File: src/rtl/machine_timer_if.sv
// ---------------------------------------------------------------------------
// machine_timer_if
//
// Peripheral bus bundle used to reach the machine timer registers.
//
// Signals:
//   bus_sel   - request valid this cycle (master -> slave)
//   bus_we    - 1 = write, 0 = read (master -> slave)
//   bus_addr  - byte offset, bits [1:0] ignored (master -> slave)
//   bus_wdata - full-word write data (master -> slave)
//   bus_rdata - read data, valid while bus_ack is high, else 0 (slave -> master)
//   bus_ack   - one-cycle completion pulse (slave -> master)
// ---------------------------------------------------------------------------
interface machine_timer_if;
    logic        bus_sel;
    logic        bus_we;
    logic [4:0]  bus_addr;
    logic [31:0] bus_wdata;
    logic [31:0] bus_rdata;
    logic        bus_ack;

    modport master (
        output bus_sel,
        output bus_we,
        output bus_addr,
        output bus_wdata,
        input  bus_rdata,
        input  bus_ack
    );

    modport slave (
        input  bus_sel,
        input  bus_we,
        input  bus_addr,
        input  bus_wdata,
        output bus_rdata,
        output bus_ack
    );
endinterface

File: src/rtl/machine_timer.sv
// ---------------------------------------------------------------------------
// machine_timer
//
// Memory-mapped RISC-V machine timer. Holds a free-running 64-bit mtime
// counter and a 64-bit mtimecmp register and drives timer_int (MIP.MTIP)
// while the timer is enabled and mtime >= mtimecmp.
//
// Ports:
//   clk       - single clock
//   reset_n   - asynchronous active-low reset
//   bus       - machine_timer_if.slave register access port
//   timer_int - registered machine timer interrupt level
//
// Register map (byte offsets):
//   0x00 MTIME_LO, 0x04 MTIME_HI (shadow), 0x08 MTIMECMP_LO,
//   0x0C MTIMECMP_HI, 0x10 CTRL (bit0 EN, bits[8+PRESCALE_W-1:8] DIV).
//
// Build option:
//   MTIMER_PRESCALER_EN - when defined, CTRL.DIV and the prescale counter are
//                         implemented; otherwise every enabled cycle is a tick.
// ---------------------------------------------------------------------------
module machine_timer #(
    parameter logic [63:0] CMP_RESET  = 64'hFFFF_FFFF_FFFF_FFFF,
    parameter int          PRESCALE_W = 8
) (
    input  logic            clk,
    input  logic            reset_n,
    machine_timer_if.slave  bus,
    output logic            timer_int
);

    localparam logic [2:0] IDX_MTIME_LO = 3'd0;
    localparam logic [2:0] IDX_MTIME_HI = 3'd1;
    localparam logic [2:0] IDX_CMP_LO   = 3'd2;
    localparam logic [2:0] IDX_CMP_HI   = 3'd3;
    localparam logic [2:0] IDX_CTRL     = 3'd4;

    logic [63:0] mtime_q, mtime_d;
    logic [63:0] mtimecmp_q, mtimecmp_d;
    logic [31:0] shadow_q, shadow_d;
    logic        en_q, en_d;
    logic        ack_q;
    logic [31:0] rdata_q, rdata_d;
    logic        timerInt_q, timerInt_d;

    logic [2:0]            regIdx;
    logic                  wrEn;
    logic                  rdEn;
    logic                  presFire;
    logic                  tick;
    logic [PRESCALE_W-1:0] divField;
    logic [31:0]           ctrlRead;
    logic [31:0]           readVal;
    logic                  unused_addr_bits;

    assign regIdx           = bus.bus_addr[4:2];
    assign unused_addr_bits = &{1'b0, bus.bus_addr[1:0]};
    assign wrEn             = bus.bus_sel && bus.bus_we;
    assign rdEn             = bus.bus_sel && !bus.bus_we;

`ifdef MTIMER_PRESCALER_EN
    logic [PRESCALE_W-1:0] div_q, div_d;
    logic [PRESCALE_W-1:0] pcnt_q, pcnt_d;

    assign divField = div_q;
    assign presFire = (pcnt_q == div_q);

    // Prescale counter runs only while enabled; a CTRL write restarts the
    // divide period so the first tick lands DIV+1 cycles after the write.
    always_comb begin
        div_d  = div_q;
        pcnt_d = pcnt_q;
        if (wrEn && (regIdx == IDX_CTRL)) begin
            div_d  = bus.bus_wdata[8 +: PRESCALE_W];
            pcnt_d = '0;
        end else if (en_q) begin
            pcnt_d = presFire ? '0 : pcnt_q + 1'b1;
        end
    end

    always_ff @(posedge clk or negedge reset_n) begin
        if (!reset_n) begin
            div_q  <= '0;
            pcnt_q <= '0;
        end else begin
            div_q  <= div_d;
            pcnt_q <= pcnt_d;
        end
    end
`else
    assign divField = '0;
    assign presFire = 1'b1;
`endif

    assign tick     = en_q && presFire;
    assign ctrlRead = 32'(en_q) | (32'(divField) << 8);

    // Read mux over the pre-edge register state.
    always_comb begin
        readVal = '0;
        case (regIdx)
            IDX_MTIME_LO: readVal = mtime_q[31:0];
            IDX_MTIME_HI: readVal = shadow_q;
            IDX_CMP_LO:   readVal = mtimecmp_q[31:0];
            IDX_CMP_HI:   readVal = mtimecmp_q[63:32];
            IDX_CTRL:     readVal = ctrlRead;
            default:      readVal = '0;
        endcase
    end

    // A software write to either mtime half wins over the tick for the whole
    // 64-bit counter, so no carry leaks into the half that was not written.
    // Reading MTIME_LO latches the matching high word for a tear-free read.
    always_comb begin
        mtime_d    = mtime_q;
        mtimecmp_d = mtimecmp_q;
        shadow_d   = shadow_q;
        en_d       = en_q;
        if (wrEn && (regIdx == IDX_MTIME_LO)) begin
            mtime_d[31:0] = bus.bus_wdata;
        end else if (wrEn && (regIdx == IDX_MTIME_HI)) begin
            mtime_d[63:32] = bus.bus_wdata;
        end else if (tick) begin
            mtime_d = mtime_q + 64'd1;
        end
        if (wrEn && (regIdx == IDX_CMP_LO)) begin
            mtimecmp_d[31:0] = bus.bus_wdata;
        end
        if (wrEn && (regIdx == IDX_CMP_HI)) begin
            mtimecmp_d[63:32] = bus.bus_wdata;
        end
        if (wrEn && (regIdx == IDX_CTRL)) begin
            en_d = bus.bus_wdata[0];
        end
        if (rdEn && (regIdx == IDX_MTIME_LO)) begin
            shadow_d = mtime_q[63:32];
        end
        rdata_d    = rdEn ? readVal : 32'd0;
        timerInt_d = en_q && (mtime_q >= mtimecmp_q);
    end

    always_ff @(posedge clk or negedge reset_n) begin
        if (!reset_n) begin
            mtime_q    <= '0;
            mtimecmp_q <= CMP_RESET;
            shadow_q   <= '0;
            en_q       <= 1'b0;
            ack_q      <= 1'b0;
            rdata_q    <= '0;
            timerInt_q <= 1'b0;
        end else begin
            mtime_q    <= mtime_d;
            mtimecmp_q <= mtimecmp_d;
            shadow_q   <= shadow_d;
            en_q       <= en_d;
            ack_q      <= bus.bus_sel;
            rdata_q    <= rdata_d;
            timerInt_q <= timerInt_d;
        end
    end

    assign bus.bus_rdata = rdata_q;
    assign bus.bus_ack   = ack_q;
    assign timer_int     = timerInt_q;

endmodule

File: src/flat_wrapper.sv
// flat-port wrapper written by rule: the top's interface ports become plain ports
module machine_timer_flat 
#(
    parameter logic [63:0] CMP_RESET  = 64'hFFFF_FFFF_FFFF_FFFF,
    parameter int          PRESCALE_W = 8
)
  (clk, reset_n, timer_int, bus_bus_sel, bus_bus_we, bus_bus_addr, bus_bus_wdata, bus_bus_rdata, bus_bus_ack);
  machine_timer_if bus_i ();
  input  logic clk;
  input  logic reset_n;
  output logic timer_int;
  input wire logic [$bits(bus_i.bus_sel)-1:0] bus_bus_sel;
  input wire logic [$bits(bus_i.bus_we)-1:0] bus_bus_we;
  input wire logic [$bits(bus_i.bus_addr)-1:0] bus_bus_addr;
  input wire logic [$bits(bus_i.bus_wdata)-1:0] bus_bus_wdata;
  output wire logic [$bits(bus_i.bus_rdata)-1:0] bus_bus_rdata;
  output wire logic [$bits(bus_i.bus_ack)-1:0] bus_bus_ack;
  assign bus_i.bus_sel = bus_bus_sel;
  assign bus_i.bus_we = bus_bus_we;
  assign bus_i.bus_addr = bus_bus_addr;
  assign bus_i.bus_wdata = bus_bus_wdata;
  assign bus_bus_rdata = bus_i.bus_rdata;
  assign bus_bus_ack = bus_i.bus_ack;
  machine_timer #(.CMP_RESET(CMP_RESET), .PRESCALE_W(PRESCALE_W)) u_core (.clk(clk), .reset_n(reset_n), .bus(bus_i), .timer_int(timer_int));
endmodule
File: config.mk
export PLATFORM = sky130hd
export DESIGN_NAME = machine_timer_flat
export DESIGN_NICKNAME = d
export VERILOG_FILES = /design/src/rtl/machine_timer_if.sv /design/src/rtl/machine_timer.sv /design/src/flat_wrapper.sv
export SDC_FILE = /design/constraint.sdc
export NUM_CORES = 1
export LEC_CHECK = 0
export ABC_AREA = 0
export CORE_MARGIN = 3
export CORE_UTILIZATION = 45
export CTS_BUF_LIST = sky130_fd_sc_hd__clkbuf_16
export CTS_CLUSTER_SIZE = 25
export DETAILED_ROUTE_END_ITERATION = 6
export GPL_TIMING_DRIVEN = 0
export PLACE_DENSITY = 0.73
export SLEW_MARGIN = 25
export SYNTH_ARGS = -nofsm -noshare
export SYNTH_HDL_FRONTEND = slang
export SYNTH_SLANG_ARGS = --single-unit
File: constraint.sdc
create_clock -name clk -period 2.46 [get_ports clk]
set_clock_uncertainty 0.2 [all_clocks]
set_input_delay 0.615 -clock clk [delete_from_list [all_inputs] [get_ports clk]]
set_output_delay 0.615 -clock clk [all_outputs]
set_load 0.1 [all_outputs]
==> implementation parameters, run 1 <==
Parameter                              Value

Worst setup path
  Worst-case reg-to-reg path depth    7
  Type of the worst setup path    reg2reg
  Required @ worst endpoint    2.64 ns
  Critical path depth in cells    7
  Kind of launch point of the worst setup path    register
  Count of buffering cells on the critical path with inverters included    1
  Cell occurring most often along the worst timing path    sky130_fd_sc_hd__or4_4
  Worst Path Arrival    2.73 ns
  Element type at the critical path end    register
  Slowest stage cell, crit path    sky130_fd_sc_hd__or4_4
  List of cells traversed by the critical path    nand4_1 > or4_4 > nor4_4 > buf_4 > nand3_4 > or4_4 > nand3_2
  Family of cells with the greatest summed delay on the critical path    simple AND/OR/NAND/NOR gates
  Maximum fanout encountered on the critical timing path    6
  Crit path largest cell delay    0.57 ns

Global route
  Vias in the first global route    9845
  Global-route wire length before repair    54890 um
  GRT Util Overall    0.2745
  Initial antenna violation count    1
  Grt ovf    0
  Largest net degree at the start of global routing    70

Cells and area
  Area Overhead vs Synth    25.31%
  Ratio of cells with drive above 1 in the final layout    0.2455
  Final net count    1384
  Antenna diodes    0
  Fin area    13310 um2
  Filler-free cell count of the finished design    1604
  Number of fill cells in the layout    1933

Floorplan
  Effective utilization at floorplan    0.4637
  Die W    159.7 um
  Total core area    22920 um2
  Vertical die dimension    159.7 um
  I/O pin count    75
  Total die area    25490 um2
  Total number of placement rows    55

Routing
  Post-detailed-route count of antenna-violating nets    0
  Avg Vias per Cell    6.237
  Routed wire per std cell    22.40 um
  Initial DRC Count    1142
  Via count of the routed design    10.00k
  Aggregate routed wire length    35920 um
  First-pass iteration count of the detailed router    6
  Residual DRC    0

Job
  Max Cap Violations    0

Synthesis
  Post-synthesis sequential area ratio    0.4668
  Main area contributors after synthesis    sky130_fd_sc_hd__dfrtp_1, sky130_fd_sc_hd__dfstp_2, sky130_fd_sc_hd__ha_1
  Area of the mapped netlist    10630 um2
  Count of mapped cells out of synthesis    1141
  Yosys Warn Count    0
  Async set or reset register ratio after synthesis    1.000
  Flops & latches, synth    195
  Average instance area after synthesis    9.312 um2
  Most common cell in the netlist    sky130_fd_sc_hd__nand2_1
  Cell type with the largest total area after synthesis    sky130_fd_sc_hd__dfrtp_1
  Post-synth EDFFs    0
  Syn nets    1247
  Top cells by instance count after synthesis    sky130_fd_sc_hd__nand2_1, sky130_fd_sc_hd__dfrtp_1, sky130_fd_sc_hd__o21ai_0
  Number of different library cells in the post-synthesis netlist    67
  Portion of synthesized cell area occupied by the leading cell type    0.3085
  Predominant post-synthesis flop cell    sky130_fd_sc_hd__dfrtp_1

Clock tree
  Num Clock Sinks    195
  TritonCTS clock tree    yes
  Maximum buffer depth of the clock tree    2
  Clock buffer count from CTS    17
  Clock transition at the register clock pins on the worst setup and hold paths after CTS    0.08 ns
  Worst-skew pair later-pin latency    0.45 ns
  Root Driver    sky130_fd_sc_hd__clkbuf_16
  Deepest level of the CTS H-tree    4

Timing
  Maximum clock frequency    391.6 MHz
  Number of setup violations in the final report    7
  Min cycle time layout    2.554 ns
  Fin. max-slew vios    0
  Worst-case setup margin in the final layout    -0.09385 ns
  Hold slack final    0.2859 ns
  Final hold vios    0
  Unrepaired setup endpoints after global routing    true
  Relative slew margins    0.3569
  Final period utilization    1.038
  Slew at the pin closest to its max-slew limit    0.9684 ns

Power
  Static Leak    5.734 nW
  Pwr Total    11.02 mW
  Maximum resistive drop on vdd    0.4783 mV
  Power density normalized to cell area    827.4 nW/um2

Placed design
  RD Place Congestion    0.9579
  Estimated wirelength of the detail-placed design    24790 um
  Placed insts    1527
  Placement Setup Slack    -1.749 ns
  IO Port Bufs    71
  Placed standard-cell area    11800 um2

Status
  Run status    finished, violations left
  Violations in the final reports    negative setup slack

Hold path
  Min-delay worst type    in2reg
  Number of instances on the worst hold path    1
## worst reg2reg max path, cell delays in order (launching register included)
cell,delay [ns]
sky130_fd_sc_hd__dfrtp_1,0.46
sky130_fd_sc_hd__nand4_1,0.21
sky130_fd_sc_hd__or4_4,0.50
sky130_fd_sc_hd__nor4_4,0.17
sky130_fd_sc_hd__buf_4,0.19
sky130_fd_sc_hd__nand3_4,0.13
sky130_fd_sc_hd__or4_4,0.57
sky130_fd_sc_hd__nand3_2,0.07
## per-layer routing
layer	GRT usage	part of all wire	vias to the layer above
li1	-	-	4423
met1	0.3668	0.41	4910
met2	0.4240	0.45	546
met3	0.05940	0.089	123
met4	0.1365	0.046	2
met5	0	0.00019	-
## power breakdown
part           total [mW]  switching [mW]  internal (mW)
clock network        2.84            1.34           1.51
logic                3.28            1.88           1.39
registers            4.89           0.786           4.11
total                11.0            4.01           7.01
## final timing paths
path	slack [ns]	start	endpoint
hold reg to reg	0.31	u_core.shadow_q[28]	u_core.shadow_q[28]
setup reg to reg	-0.09	u_core.mtime_q[9]	u_core.mtime_q[63]
max in group asynchronous	0.46	reset_n	u_core.mtimecmp_q[59]
min in group asynchronous	0.51	reset_n	u_core.bus.bus_rdata[7]
hold / removal	0.29	bus_bus_sel	u_core.bus.bus_ack
setup / recovery	-0.09	u_core.mtime_q[9]	u_core.mtime_q[63]
## placed cells by master, fill, tap and decap left out, types with 43 or more instances in the layout
master	n
sky130_fd_sc_hd__o21ai_0	112
sky130_fd_sc_hd__buf_4	45
sky130_fd_sc_hd__ha_1	57
sky130_fd_sc_hd__inv_1	67
sky130_fd_sc_hd__nand3_1	43
sky130_fd_sc_hd__nand2_1	143
sky130_fd_sc_hd__a21oi_1	91
sky130_fd_sc_hd__a22oi_1	67
sky130_fd_sc_hd__dfrtp_1	117
sky130_fd_sc_hd__dfstp_2	64
## cell families after synthesis
kind of cell | share of synthesized area
compound gates | 0.2090
xor+xnor | 0.009068
fa+ha+maj | 0.07654
buf+inv | 0.05005
flops | 0.4668
mux | 0.03486
simple gates | 0.1537
## sequential cells by signal, summed over array words and instances (netlist names)
| signal | count |
|---|---|
| u_core.timer_int | 1 |
| u_core.shadow_q | 32 |
| u_core.bus.bus_ack | 1 |
| u_core.mtime_q | 64 |
| u_core.bus.bus_rdata | 32 |
| u_core.en_q | 1 |
| u_core.mtimecmp_q | 64 |
## layout make-up
cell class	instances	area [um2]	share of cell area
repair buffers	126	1180	0.08862
clock inverters	15	153.9	0.01156
inverters	73	274.0	0.02058
plain buffers	59	359.1	0.02697
flip-flops and latches	195	4977	0.3738
multi-input cells	806	5553	0.4171
clock buffers	17	425.4	0.03195
well taps	313	391.6	0.02941
## through the flow
| stage | TNS, ns | util |
|---|---|---|
| final | -0.3065 | 0.5810 |
| after CTS | -0.06671 | 0.5639 |
| after floorplan | 0 | - |
| after global placement | -1520.04 | 0.5121 |
| after global routing | -1.230 | 0.5810 |
| after detailed placement | -193.66 | 0.5149 |
## what timing repair did
action | CTS | global route
buffers inserted | 27 | 23
hold endpoints to repair | 42 | 0
cloned | 2 | 0
resized for setup | 149 | 99
hold buffers | 1 | 0
pin swaps | 17 | 20
endpoints found under the setup margin | 226 | 83
No activity file was read; power rests on OpenSTA's default activity.
==> inputs of run 2 (changes only) <==
--- a/config.mk
+++ b/config.mk
@@ -5,7 +5,6 @@
 export SDC_FILE = /design/constraint.sdc
 export NUM_CORES = 1
 export LEC_CHECK = 0
-export ABC_AREA = 0
 export CORE_MARGIN = 3
 export CORE_UTILIZATION = 45
 export CTS_BUF_LIST = sky130_fd_sc_hd__clkbuf_16
@@ -13,6 +12,7 @@
 export DETAILED_ROUTE_END_ITERATION = 6
 export GPL_TIMING_DRIVEN = 0
 export PLACE_DENSITY = 0.73
+export SKIP_LAST_GASP = 1
 export SLEW_MARGIN = 25
 export SYNTH_ARGS = -nofsm -noshare
 export SYNTH_HDL_FRONTEND = slang
==> run 2 against run 1 <==
  * Count of clock-buffer cells in the layout unchanged
  * Sequential cell count unchanged
  * Critical path depth increased by 1
  * The run still ends with negative setup slack left
  * Maximum frequency increased by 0.95%
  * Global-route usage about the same
  * Sequential power about the same
==> implementation parameters, run 2 (synthesis results as in run 1) <==
Parameter                              Value

Clock tree
  Maximum buffer depth of the clock tree    2 (unchanged)
  Clock buffer count from CTS    17 (unchanged)
  Worst-skew pair later-pin latency    0.45 ns (about the same)
  Root Driver    sky130_fd_sc_hd__clkbuf_16
  Clock transition at the register clock pins on the worst setup and hold paths after CTS    0.08 ns (about the same)
  Deepest level of the CTS H-tree    4 (unchanged)
  TritonCTS clock tree    yes
  Num Clock Sinks    195 (unchanged)

Global route
  Global-route wire length before repair    54890 um (unchanged)
  Initial antenna violation count    1 (unchanged)
  GRT Util Overall    0.2744 (about the same)
  Grt ovf    0 (unchanged)
  Vias in the first global route    9835 (-0.10%)
  Largest net degree at the start of global routing    70 (unchanged)

Cells and area
  Registers with the most flip-flops    u_core.mtime_q x64, u_core.mtimecmp_q x64
  Most common cell after layout, fill and taps aside    sky130_fd_sc_hd__nand2_1
  Number of fill cells in the layout    1927 (-0.31%)
  Most frequent cells in the layout    sky130_fd_sc_hd__nand2_1, sky130_fd_sc_hd__dfrtp_1, sky130_fd_sc_hd__o21ai_0
  Fin area    13330 um2 (+0.12%)
  Antenna diodes    0 (unchanged)
  Layout Utilization    0.5817 (+0.0007100)
  Filler-free cell count of the finished design    1603 (-0.062%)
  Ratio of cells with drive above 1 in the final layout    0.2481 (+0.002516)
  Final net count    1383 (-0.072%)
  Area Overhead vs Synth    25.46%

Routing
  Post-detailed-route count of antenna-violating nets    0 (unchanged)
  Aggregate routed wire length    35900 um (about the same)
  Routed wire per std cell    22.39 um (about the same)
  Via count of the routed design    10.01k (+0.020%)
  First-pass iteration count of the detailed router    6 (unchanged)
  Residual DRC    0 (unchanged)
  Initial DRC Count    1132 (-0.88%)
  Avg Vias per Cell    6.242 (about the same)

Job
  Max Cap Violations    0 (unchanged)

Power
  Pwr Total    11.01 mW (about the same)
  Sequential share of power    0.444 (about the same)
  Clock group share of total power    0.258 (about the same)
  Switching power    4.007 mW (about the same)
  Power density normalized to cell area    826.2 nW/um2 (-0.14%)
  Static Leak    5.731 nW (about the same)
  Maximum resistive drop on vdd    0.4750 mV (-0.69%)
  Cell-internal power    7.007 mW (about the same)
  Switching portion of total power    0.3638 (about the same)
  Power share of the combinational group    0.297 (about the same)

Placed design
  Placed insts    1527 (unchanged)
  RD Place Congestion    0.9579 (unchanged)
  Placement Setup Slack    -1.749 ns (unchanged)
  Placed standard-cell area    11800 um2 (unchanged)
  Estimated wirelength of the detail-placed design    24790 um (unchanged)
  IO Port Bufs    71 (unchanged)

Hold path
  Min-delay worst type    in2reg

Worst setup path
  Type of the worst setup path    reg2reg
  Maximum fanout encountered on the critical timing path    5 (-1)
  Kind of launch point of the worst setup path    register
  Worst Path Arrival    2.71 ns (-0.02 ns)
  Required @ worst endpoint    2.65 ns (about the same)
  Element type at the critical path end    register

Timing
  Unrepaired setup endpoints after global routing    true
  Min cycle time layout    2.530 ns (-0.02414 ns)
  Worst-case setup margin in the final layout    -0.06971 ns (+0.02414 ns)
  Relative slew margins    0.3574 (+0.0004330)
  Final hold vios    0 (unchanged)
  Number of setup violations in the final report    5 (-2)
  Slew at the pin closest to its max-slew limit    0.9677 ns (-0.0006511 ns)
  Final period utilization    1.028 (-0.009813)
  Maximum clock frequency    395.3 MHz (+0.95%)
  Fin. max-slew vios    0 (unchanged)

Floorplan
  Total core area    22920 um2 (unchanged)
  Die W    159.7 um (unchanged)
  I/O pin count    75 (unchanged)
  Effective utilization at floorplan    0.4637 (unchanged)
  Vertical die dimension    159.7 um (unchanged)
  Total die area    25490 um2 (unchanged)
  Total number of placement rows    55 (unchanged)

Status
  Run status    finished, violations left
  Violations in the final reports    negative setup slack
run 2: cell count changes in the layout (fill, tap and decap cells not counted), sizes merged:
cell | previous run | this run
buf | 60 | 59
run 2: worst paths after layout:
path	from	end	slack, ns	cells after the start
worst max register to register	u_core.mtime_q[7]	u_core.mtime_q[63]	-0.07	8
min in group asynchronous	reset_n	u_core.bus.bus_rdata[7]	0.51	2
worst min-delay path	bus_bus_sel	u_core.bus.bus_ack	0.29	1
worst max-delay path	u_core.mtime_q[7]	u_core.mtime_q[63]	-0.07	8
max in group asynchronous	reset_n	u_core.mtimecmp_q[59]	0.45	4
worst min register to register	u_core.shadow_q[16]	u_core.shadow_q[16]	0.31	1
run 2: area by class of cell:
type                    instances  area, um2  share of cell area
well taps                     313      391.6             0.02938
clock inverters                15      153.9             0.01154
inverters                      73      274.0             0.02056
clock buffers                  17      425.4             0.03191
plain buffers                  59      359.1             0.02694
multi-input cells             806       5572              0.4180
repair buffers                125       1176             0.08823
flip-flops and latches        195       4979              0.3735
run 2: critical path, cell delays in order, from the launching register on:
cell and delay [ns]:
sky130_fd_sc_hd__dfrtp_1 0.36, sky130_fd_sc_hd__buf_6 0.12, sky130_fd_sc_hd__nand4_1 0.18, sky130_fd_sc_hd__or4_4 0.49
sky130_fd_sc_hd__nor4_4 0.18, sky130_fd_sc_hd__buf_4 0.19, sky130_fd_sc_hd__nand3_4 0.12, sky130_fd_sc_hd__or4_4 0.56
sky130_fd_sc_hd__nand3_2 0.07
run 2: per-layer routing:
metal | track usage | wire, um | vias up
met5 | 0 | 7 | -
met1 | 0.3683 | 14740 | 4874
met2 | 0.4240 | 16150 | 570
met4 | 0.1373 | 1709 | 2
met3 | 0.05577 | 3289 | 131
li1 | - | - | 4429
run 2: what timing repair did:
item,in CTS,in global routing
buffers inserted,27,23
cloned,2,0
endpoints found under the setup margin,226,83
hold endpoints to repair,42,0
hold buffers,1,0
pin swaps,17,19
gates resized for setup,148,106
run 2: per-stage QoR:
| step | hold WS (ns) | TNS, ns |
|---|---|---|
| after global placement | 0.2792 | -1520.04 |
| after global routing | 0.2764 | -1.377 |
| after detailed placement | 0.2939 | -193.66 |
| final | 0.2885 | -0.2274 |
| after floorplan | 0.1194 | 0 |
| after CTS | 0.2765 | -0.09195 |
run 2: power by group through the flow:
stage	Combinational, mW	Sequential, mW	Clock (mW)
6_report	3.28	4.89	2.85
5_1_grt	3.61	4.98	2.98
4_1_cts	2.95	4.82	2.85
3_5_place_dp	2.76	4.84	0
3_3_place_gp	2.67	4.81	0
2_1_floorplan	1.80	4.76	0
